### src/rtl/tty_console_writer.sv
// Character-stream front end: turns ASCII bytes into text-RAM cell writes, scrolls by row copy,
// and mirrors the cursor into the display driver's xcursor/ycursor registers.
module tty_console_writer #(
  parameter int COLS       = 128,
  parameter int ROWS       = 32,
  parameter int ROW_STRIDE = 32
) (
  input  logic        clk_i,
  input  logic        rst_i,
  input  logic        ch_valid,
  input  logic [7:0]  ch_data,
  output logic        ch_ready,
  input  logic [7:0]  attr_i,
  output logic        busy,
  output logic [6:0]  cur_x,
  output logic [5:0]  cur_y,
  output logic        hid_en,
  output logic [7:0]  hid_we,
  output logic [18:0] hid_addr,
  output logic [63:0] hid_wrdata,
  output logic        hid_sel,
  input  logic [63:0] hid_rddata
);

  localparam logic [6:0]  X_LAST    = 7'(COLS - 1);
  localparam logic [5:0]  Y_LAST    = 6'(ROWS - 1);
  localparam logic [4:0]  W_LAST    = 5'(COLS / 4 - 1);
  localparam logic [18:0] XCUR_ADDR = 19'h04010;
  localparam logic [18:0] YCUR_ADDR = 19'h04018;

  typedef enum logic [2:0] {CLR, IDLE, PUT, SCR_RD, SCR_WR, SCR_CLR, CUR_X, CUR_Y} state_t;

  state_t      r_state;
  logic [5:0]  r_row;
  logic [4:0]  r_wd;
  logic [6:0]  r_cx;
  logic [5:0]  r_cy;
  logic [7:0]  r_attr;
  logic        r_rdy;
  logic        r_busy;
  logic        r_en;
  logic [7:0]  r_we;
  logic [18:0] r_addr;
  logic [63:0] r_wrdata;

  logic        w_acc;
  logic        w_printable;
  logic        w_ctrl;
  logic        w_wd_last;
  logic        w_row_last;
  logic        w_x_last;
  logic        w_y_last;
  logic [4:0]  w_nwd;
  logic [5:0]  w_nrow;
  logic [6:0]  w_cx_dec;
  logic [7:0]  w_cell_we;
  logic [63:0] w_blank;

  function automatic logic [18:0] f_addr(input logic [5:0] row, input logic [4:0] wd);
    logic [10:0] w;
    w = 11'(row * ROW_STRIDE) + 11'(wd);
    return {5'b0, w, 3'b000};
  endfunction

  function automatic logic [63:0] f_xdat(input logic [6:0] x);
    return {57'd0, x};
  endfunction

  assign w_acc       = ch_valid && r_rdy;
  assign w_printable = ((ch_data >= 8'h20) && (ch_data <= 8'h7E)) || ch_data[7];
  assign w_ctrl      = (ch_data == 8'h0D) || (ch_data == 8'h08) ||
                       (ch_data == 8'h0A) || (ch_data == 8'h0C);
  assign w_wd_last   = (r_wd == W_LAST);
  assign w_row_last  = (r_row == Y_LAST);
  assign w_x_last    = (r_cx == X_LAST);
  assign w_y_last    = (r_cy == Y_LAST);
  assign w_nwd       = w_wd_last ? 5'd0 : r_wd + 5'd1;
  assign w_nrow      = w_wd_last ? r_row + 6'd1 : r_row;
  assign w_cx_dec    = (r_cx == 7'd0) ? 7'd0 : r_cx - 7'd1;
  assign w_cell_we   = 8'b0000_0011 << {r_cx[1:0], 1'b0};
  assign w_blank     = {4{r_attr, 8'h20}};

  always_ff @(posedge clk_i or posedge rst_i) begin
    if (rst_i) begin
      r_state  <= CLR;
      r_row    <= '0;
      r_wd     <= '0;
      r_cx     <= '0;
      r_cy     <= '0;
      r_attr   <= 8'h0F;
      r_rdy    <= 1'b0;
      r_busy   <= 1'b1;
      r_en     <= 1'b0;
      r_we     <= '0;
      r_addr   <= '0;
      r_wrdata <= '0;
    end else begin
      case (r_state)
        CLR: begin
          // hid_en still low means we just left reset and no clear write is on the bus yet
          if (!r_en) begin
            r_row    <= '0;
            r_wd     <= '0;
            r_en     <= 1'b1;
            r_we     <= 8'hFF;
            r_addr   <= f_addr(6'd0, 5'd0);
            r_wrdata <= w_blank;
          end else if (w_wd_last && w_row_last) begin
            r_cx     <= '0;
            r_cy     <= '0;
            r_state  <= CUR_X;
            r_addr   <= XCUR_ADDR;
            r_wrdata <= '0;
          end else begin
            r_row  <= w_nrow;
            r_wd   <= w_nwd;
            r_addr <= f_addr(w_nrow, w_nwd);
          end
        end
        IDLE: begin
          if (w_acc) r_attr <= attr_i;
          if (w_acc && (w_printable || w_ctrl)) begin
            r_rdy    <= 1'b0;
            r_busy   <= 1'b1;
            r_en     <= 1'b1;
            r_we     <= 8'hFF;
            r_state  <= CUR_X;
            r_addr   <= XCUR_ADDR;
            r_wrdata <= f_xdat(r_cx);
            if (w_printable) begin
              r_state  <= PUT;
              r_we     <= w_cell_we;
              r_addr   <= f_addr(r_cy, r_cx[6:2]);
              r_wrdata <= {4{attr_i, ch_data}};
            end else begin
              case (ch_data)
                8'h0D: begin
                  r_cx     <= '0;
                  r_wrdata <= '0;
                end
                8'h08: begin
                  r_cx     <= w_cx_dec;
                  r_wrdata <= f_xdat(w_cx_dec);
                end
                8'h0A: begin
                  if (!w_y_last) begin
                    r_cy <= r_cy + 6'd1;
                  end else begin
                    r_state <= SCR_RD;
                    r_row   <= 6'd1;
                    r_wd    <= '0;
                    r_we    <= '0;
                    r_addr  <= f_addr(6'd1, 5'd0);
                  end
                end
                default: begin
                  r_state  <= CLR;
                  r_row    <= '0;
                  r_wd     <= '0;
                  r_addr   <= f_addr(6'd0, 5'd0);
                  r_wrdata <= {4{attr_i, 8'h20}};
                end
              endcase
            end
          end
        end
        PUT: begin
          r_state <= CUR_X;
          r_we    <= 8'hFF;
          r_addr  <= XCUR_ADDR;
          if (!w_x_last) begin
            r_cx     <= r_cx + 7'd1;
            r_wrdata <= f_xdat(r_cx + 7'd1);
          end else begin
            r_cx     <= '0;
            r_wrdata <= '0;
            if (!w_y_last) begin
              r_cy <= r_cy + 6'd1;
            end else begin
              r_state <= SCR_RD;
              r_row   <= 6'd1;
              r_wd    <= '0;
              r_we    <= '0;
              r_addr  <= f_addr(6'd1, 5'd0);
            end
          end
        end
        SCR_RD: begin
          r_state <= SCR_WR;
          r_we    <= 8'hFF;
          r_addr  <= f_addr(r_row - 6'd1, r_wd);
        end
        SCR_WR: begin
          r_wrdata <= hid_rddata;
          if (w_wd_last && w_row_last) begin
            r_state  <= SCR_CLR;
            r_wd     <= '0;
            r_addr   <= f_addr(Y_LAST, 5'd0);
            r_wrdata <= w_blank;
          end else begin
            r_state <= SCR_RD;
            r_row   <= w_nrow;
            r_wd    <= w_nwd;
            r_we    <= '0;
            r_addr  <= f_addr(w_nrow, w_nwd);
          end
        end
        SCR_CLR: begin
          if (w_wd_last) begin
            r_state  <= CUR_X;
            r_addr   <= XCUR_ADDR;
            r_wrdata <= f_xdat(r_cx);
          end else begin
            r_wd   <= w_nwd;
            r_addr <= f_addr(Y_LAST, w_nwd);
          end
        end
        CUR_X: begin
          r_state  <= CUR_Y;
          r_addr   <= YCUR_ADDR;
          r_wrdata <= {58'd0, r_cy};
        end
        CUR_Y: begin
          r_state <= IDLE;
          r_en    <= 1'b0;
          r_we    <= '0;
          r_rdy   <= 1'b1;
          r_busy  <= 1'b0;
        end
      endcase
    end
  end

  // Read data only arrives the cycle after SCR_RD, so the copy write forwards it straight through.
  assign hid_wrdata = (r_state == SCR_WR) ? hid_rddata : r_wrdata;
  assign hid_en     = r_en;
  assign hid_sel    = r_en;
  assign hid_we     = r_we;
  assign hid_addr   = r_addr;
  assign ch_ready   = r_rdy;
  assign busy       = r_busy;
  assign cur_x      = r_cx;
  assign cur_y      = r_cy;

endmodule

### config.mk
export PLATFORM = sky130hd
export DESIGN_NAME = tty_console_writer
export DESIGN_NICKNAME = d
export VERILOG_FILES = /design/src/rtl/tty_console_writer.sv
export SDC_FILE = /design/constraint.sdc
export NUM_CORES = 1
export LEC_CHECK = 0
export BUFFER_PORTS_ARGS = -buffer_cell sky130_fd_sc_hd__buf_4
export CAP_MARGIN = 20
export CORE_ASPECT_RATIO = 2
export CORE_UTILIZATION = 50
export CTS_CLUSTER_DIAMETER = 200
export CTS_CLUSTER_SIZE = 16
export DETAILED_ROUTE_END_ITERATION = 6
export PLACE_DENSITY = 0.86
export SLEW_MARGIN = 20
export SYNTH_ARGS = -nofsm -noshare
export SYNTH_HDL_FRONTEND = slang
export SYNTH_SLANG_ARGS = --single-unit
### constraint.sdc
create_clock -name clk_i -period 3.9 [get_ports clk_i]
set_input_delay 0.78 -clock clk_i [delete_from_list [all_inputs] [get_ports clk_i]]
set_output_delay 0.78 -clock clk_i [all_outputs]
set_load 0.03 [all_outputs]
==> results.toml <==
[synth]
synthTopCellsByArea = "dfrtp_1 35%, nand2_1 13%, o21ai_0 7.1%"
avgSynthCellArea_sq_um = 7.588
ys_seq_area_frac = 0.3638
synthAdderAreaFrac = 0.01784
ys.flop_type = "dfrtp_1"
ys_top_cells_by_count = "288 x nand2_1, 115 x o21ai_0, 113 x dfrtp_1, 90 x a21oi_1, 62 x nor2_1"
yosys_warnings = 0
synth.most_common_cell = "nand2_1"
synth_edf_count = 0
synth_top_family_by_area = "compound AO/OA/AOI/OAI gates"
synth_compound_area_frac = 0.2767
syn_area_sq_um = 8134
synth_xor_xnor_area_share = 0.01723
synthArstFlopShare = 1.000
muxShareOfSynthArea = 0.02077
synth-seq-cells = 118
synth_top_area_frac = 0.3476
ys_types = 78
synth_top_cell_by_area = "dfrtp_1"
yosys.area_share.simple = 0.2470
synth_cells = 1072

[floorplan]
start_util = 0.5129
die_h_um = 182.4
fp-row-count = 65
die_w_um = 92.19
core_area_sq_um = 15860
io_pins = 191
design.die.area_sq_um = 16810

[timing]
finalSetupTns_ns = 0
final.setup_skew_ns = 0.01017
drv_slew = 0
rsz0062_at_grt = "false"
hold_viol = 0
clock.fmax_ghz = 0.2984
slew_headroom = 0.3423
final.setup.worst_slack_ns = 0.5490
tightest_slew_ns = 0.9866
setup_viol = 0
fin_crit_ns = 3.351
period_share = 0.8592

[final_layout]
stdcell_area_sq_um = 10260
antenna_cells = 0
fin_cells = 1431
drive_gt1_frac = 0.2268
syn_to_final_growth_pct = 26.12
fin_nets = 1311

[drt]
viasPerCell = 6.264
avgRoutedWirePerCell_um = 20.35
num_vias = 8964
wl_met2_mm = 15.05
wl_met3_mm = 2.004
drt_pre_antenna_iters = 7
maxUsedRoutingLayer = "met4"
drt_iter0_drc = 705
wl_met1_mm = 9.695
route.detailed.drc = 0
antenna_left = 0
wirelength_mm = 29.12

[clock_tree]
clock_latency_ns = 0.41
htree_levels = 4
cts_made_buffers = 17
root_buffer = "clkbuf_16"
cts_resized = 0
clockBufferDepth = 2
cts_hold_buf = 0
cts_tree = "done"
path_clk_slew_ns = 0.06
cts_setup_buffers = 0
clock-sinks = 118

[place]
place.detailed.hpwl_mm = 21.33
place.gp.congestion = 1.048
place_area_sq_um = 9632
io_buffers = 183
place_ws_ns = 0.7120
dp_cells = 1399

[min_path]
hold_class = "reg2reg"

[worst_setup_path]
slowest_stage = "or3b_4"
critPathMaxFanout = 86
arrival_ns = 2.57
slowest_delay_ns = 1.00
crit_path_start_kind = "register"
crit_path_end_kind = "primary output"
path_cells = "or3b_4 > nand2_1 > nand2_1 > buf_4"
cpMostUsedCell = "nand2_1"
cp.required_ns = 3.12
crit_type = "reg2out"

[power_and_ir_drop]
power.density_nw_per_um2 = 296.2
ir_worst_vdd_v = 0.0002530
power_leakage_nw = 4.761
total_power_mw = 3.039

[global_routing]
grt_overflow_total = 0
grt_antenna_before_repair = 0
grt_use_total = 0.3528
grt_max_degree = 87
grt_pass1_vias = 8736
grt_pass1_wl_mm = 45.80

[job]
cap_violations = 0

[status]
outcome = "finished, final reports clean"
[critical path, delay by kind of cell (launching register included)]
kind | cells | cell delay, ns
DFF | 1 | 0.62
and+or+nand+nor | 3 | 1.34
buffers and inverters | 1 | 0.16
[final timing paths]
kind | end | from | depth (start not counted) | slack (ns)
min in group asynchronous | r_wrdata[25] | rst_i | 2 | 0.50
max in group asynchronous | r_attr[0] | rst_i | 3 | 2.50
setup reg to reg | r_wrdata[8] | r_wd[0] | 10 | 0.66
setup / recovery | hid_wrdata[43] | r_state[2] | 4 | 0.55
hold / removal | r_wrdata[22] | r_wrdata[22] | 2 | 0.48
hold reg to reg | r_wrdata[22] | r_wrdata[22] | 2 | 0.48
[per-layer routing]
metal  vias to the layer above  global-route usage
li1                       4065                   -
met2                       502              0.6116
met5                         -                   0
met1                      4238              0.3660
met4                         0              0.2756
met3                       159             0.07000
[cells in the final DEF (no fill, tap or decap), drive strengths merged, types with 4 or more instances in the layout]
cell     instances
a21oi           90
dfrtp          113
o221ai           7
o21ai          119
xnor2            8
nor2            62
and3            12
ha              10
o22ai           11
conb             7
o21a             4
o31ai            9
nand2          289
o211ai           9
nor2b            8
a211oi           8
a2bb2oi          4
nand2b          17
buf            209
a31oi           23
nand3           19
a221oi           8
dfstp            5
inv             10
a22oi           15
nor3            11
clkbuf          19
clkinv           8
nand4            4
a22o            23
and2             8
mux2            15
xor2             8
[sequential cells by signal (all words and copies together), names as in the netlist]
| signal | flops |
|---|---|
| r_wrdata | 64 |
| hid_addr | 12 |
| r_attr | 8 |
| cur_x | 7 |
| cur_y | 6 |
| r_row | 6 |
| r_wd | 5 |
| hid_we | 4 |
| r_state | 3 |
| busy | 1 |
| ch_ready | 1 |
| hid_en | 1 |
[metrics by stage]
stage / hold slack (ns) / utilization
3_3_place_gp: 0.4500 / 0.6073
4_1_cts: 0.4830 / 0.6467
3_5_place_dp: 0.4700 / 0.6073
6_report: 0.4782 / 0.6469
5_1_grt: 0.4964 / 0.6469
2_1_floorplan: 0.4484 / -
[cell type report]
class	instances	area, sq um
clock buffer	19	452.9
clock inverter	13	171.4
fill	1367	5600
inverter	11	45.04
multi-input combinational	860	4760
sequential	118	2959
tap	201	251.5
timing repair buffer	209	1619
[report_power, final]
group | switching (mW) | internal [mW] | leakage (nW) | total, mW
combinational | 0.0906 | 0.0661 | 2.94 | 0.157
clock | 0.611 | 1.05 | 0.300 | 1.66
sequential | 0 | 1.22 | 1.52 | 1.22
[cells by family after synthesis]
family,after synthesis
AOI/OAI and AO/OA,355
xor gates and xnor gates,16
adders and majority gates,11
buffers and inverters,100
DFF,118
muxes,15
other,1
and+or+nand+nor,456
Note: power is estimated with default switching activity, not from simulation.
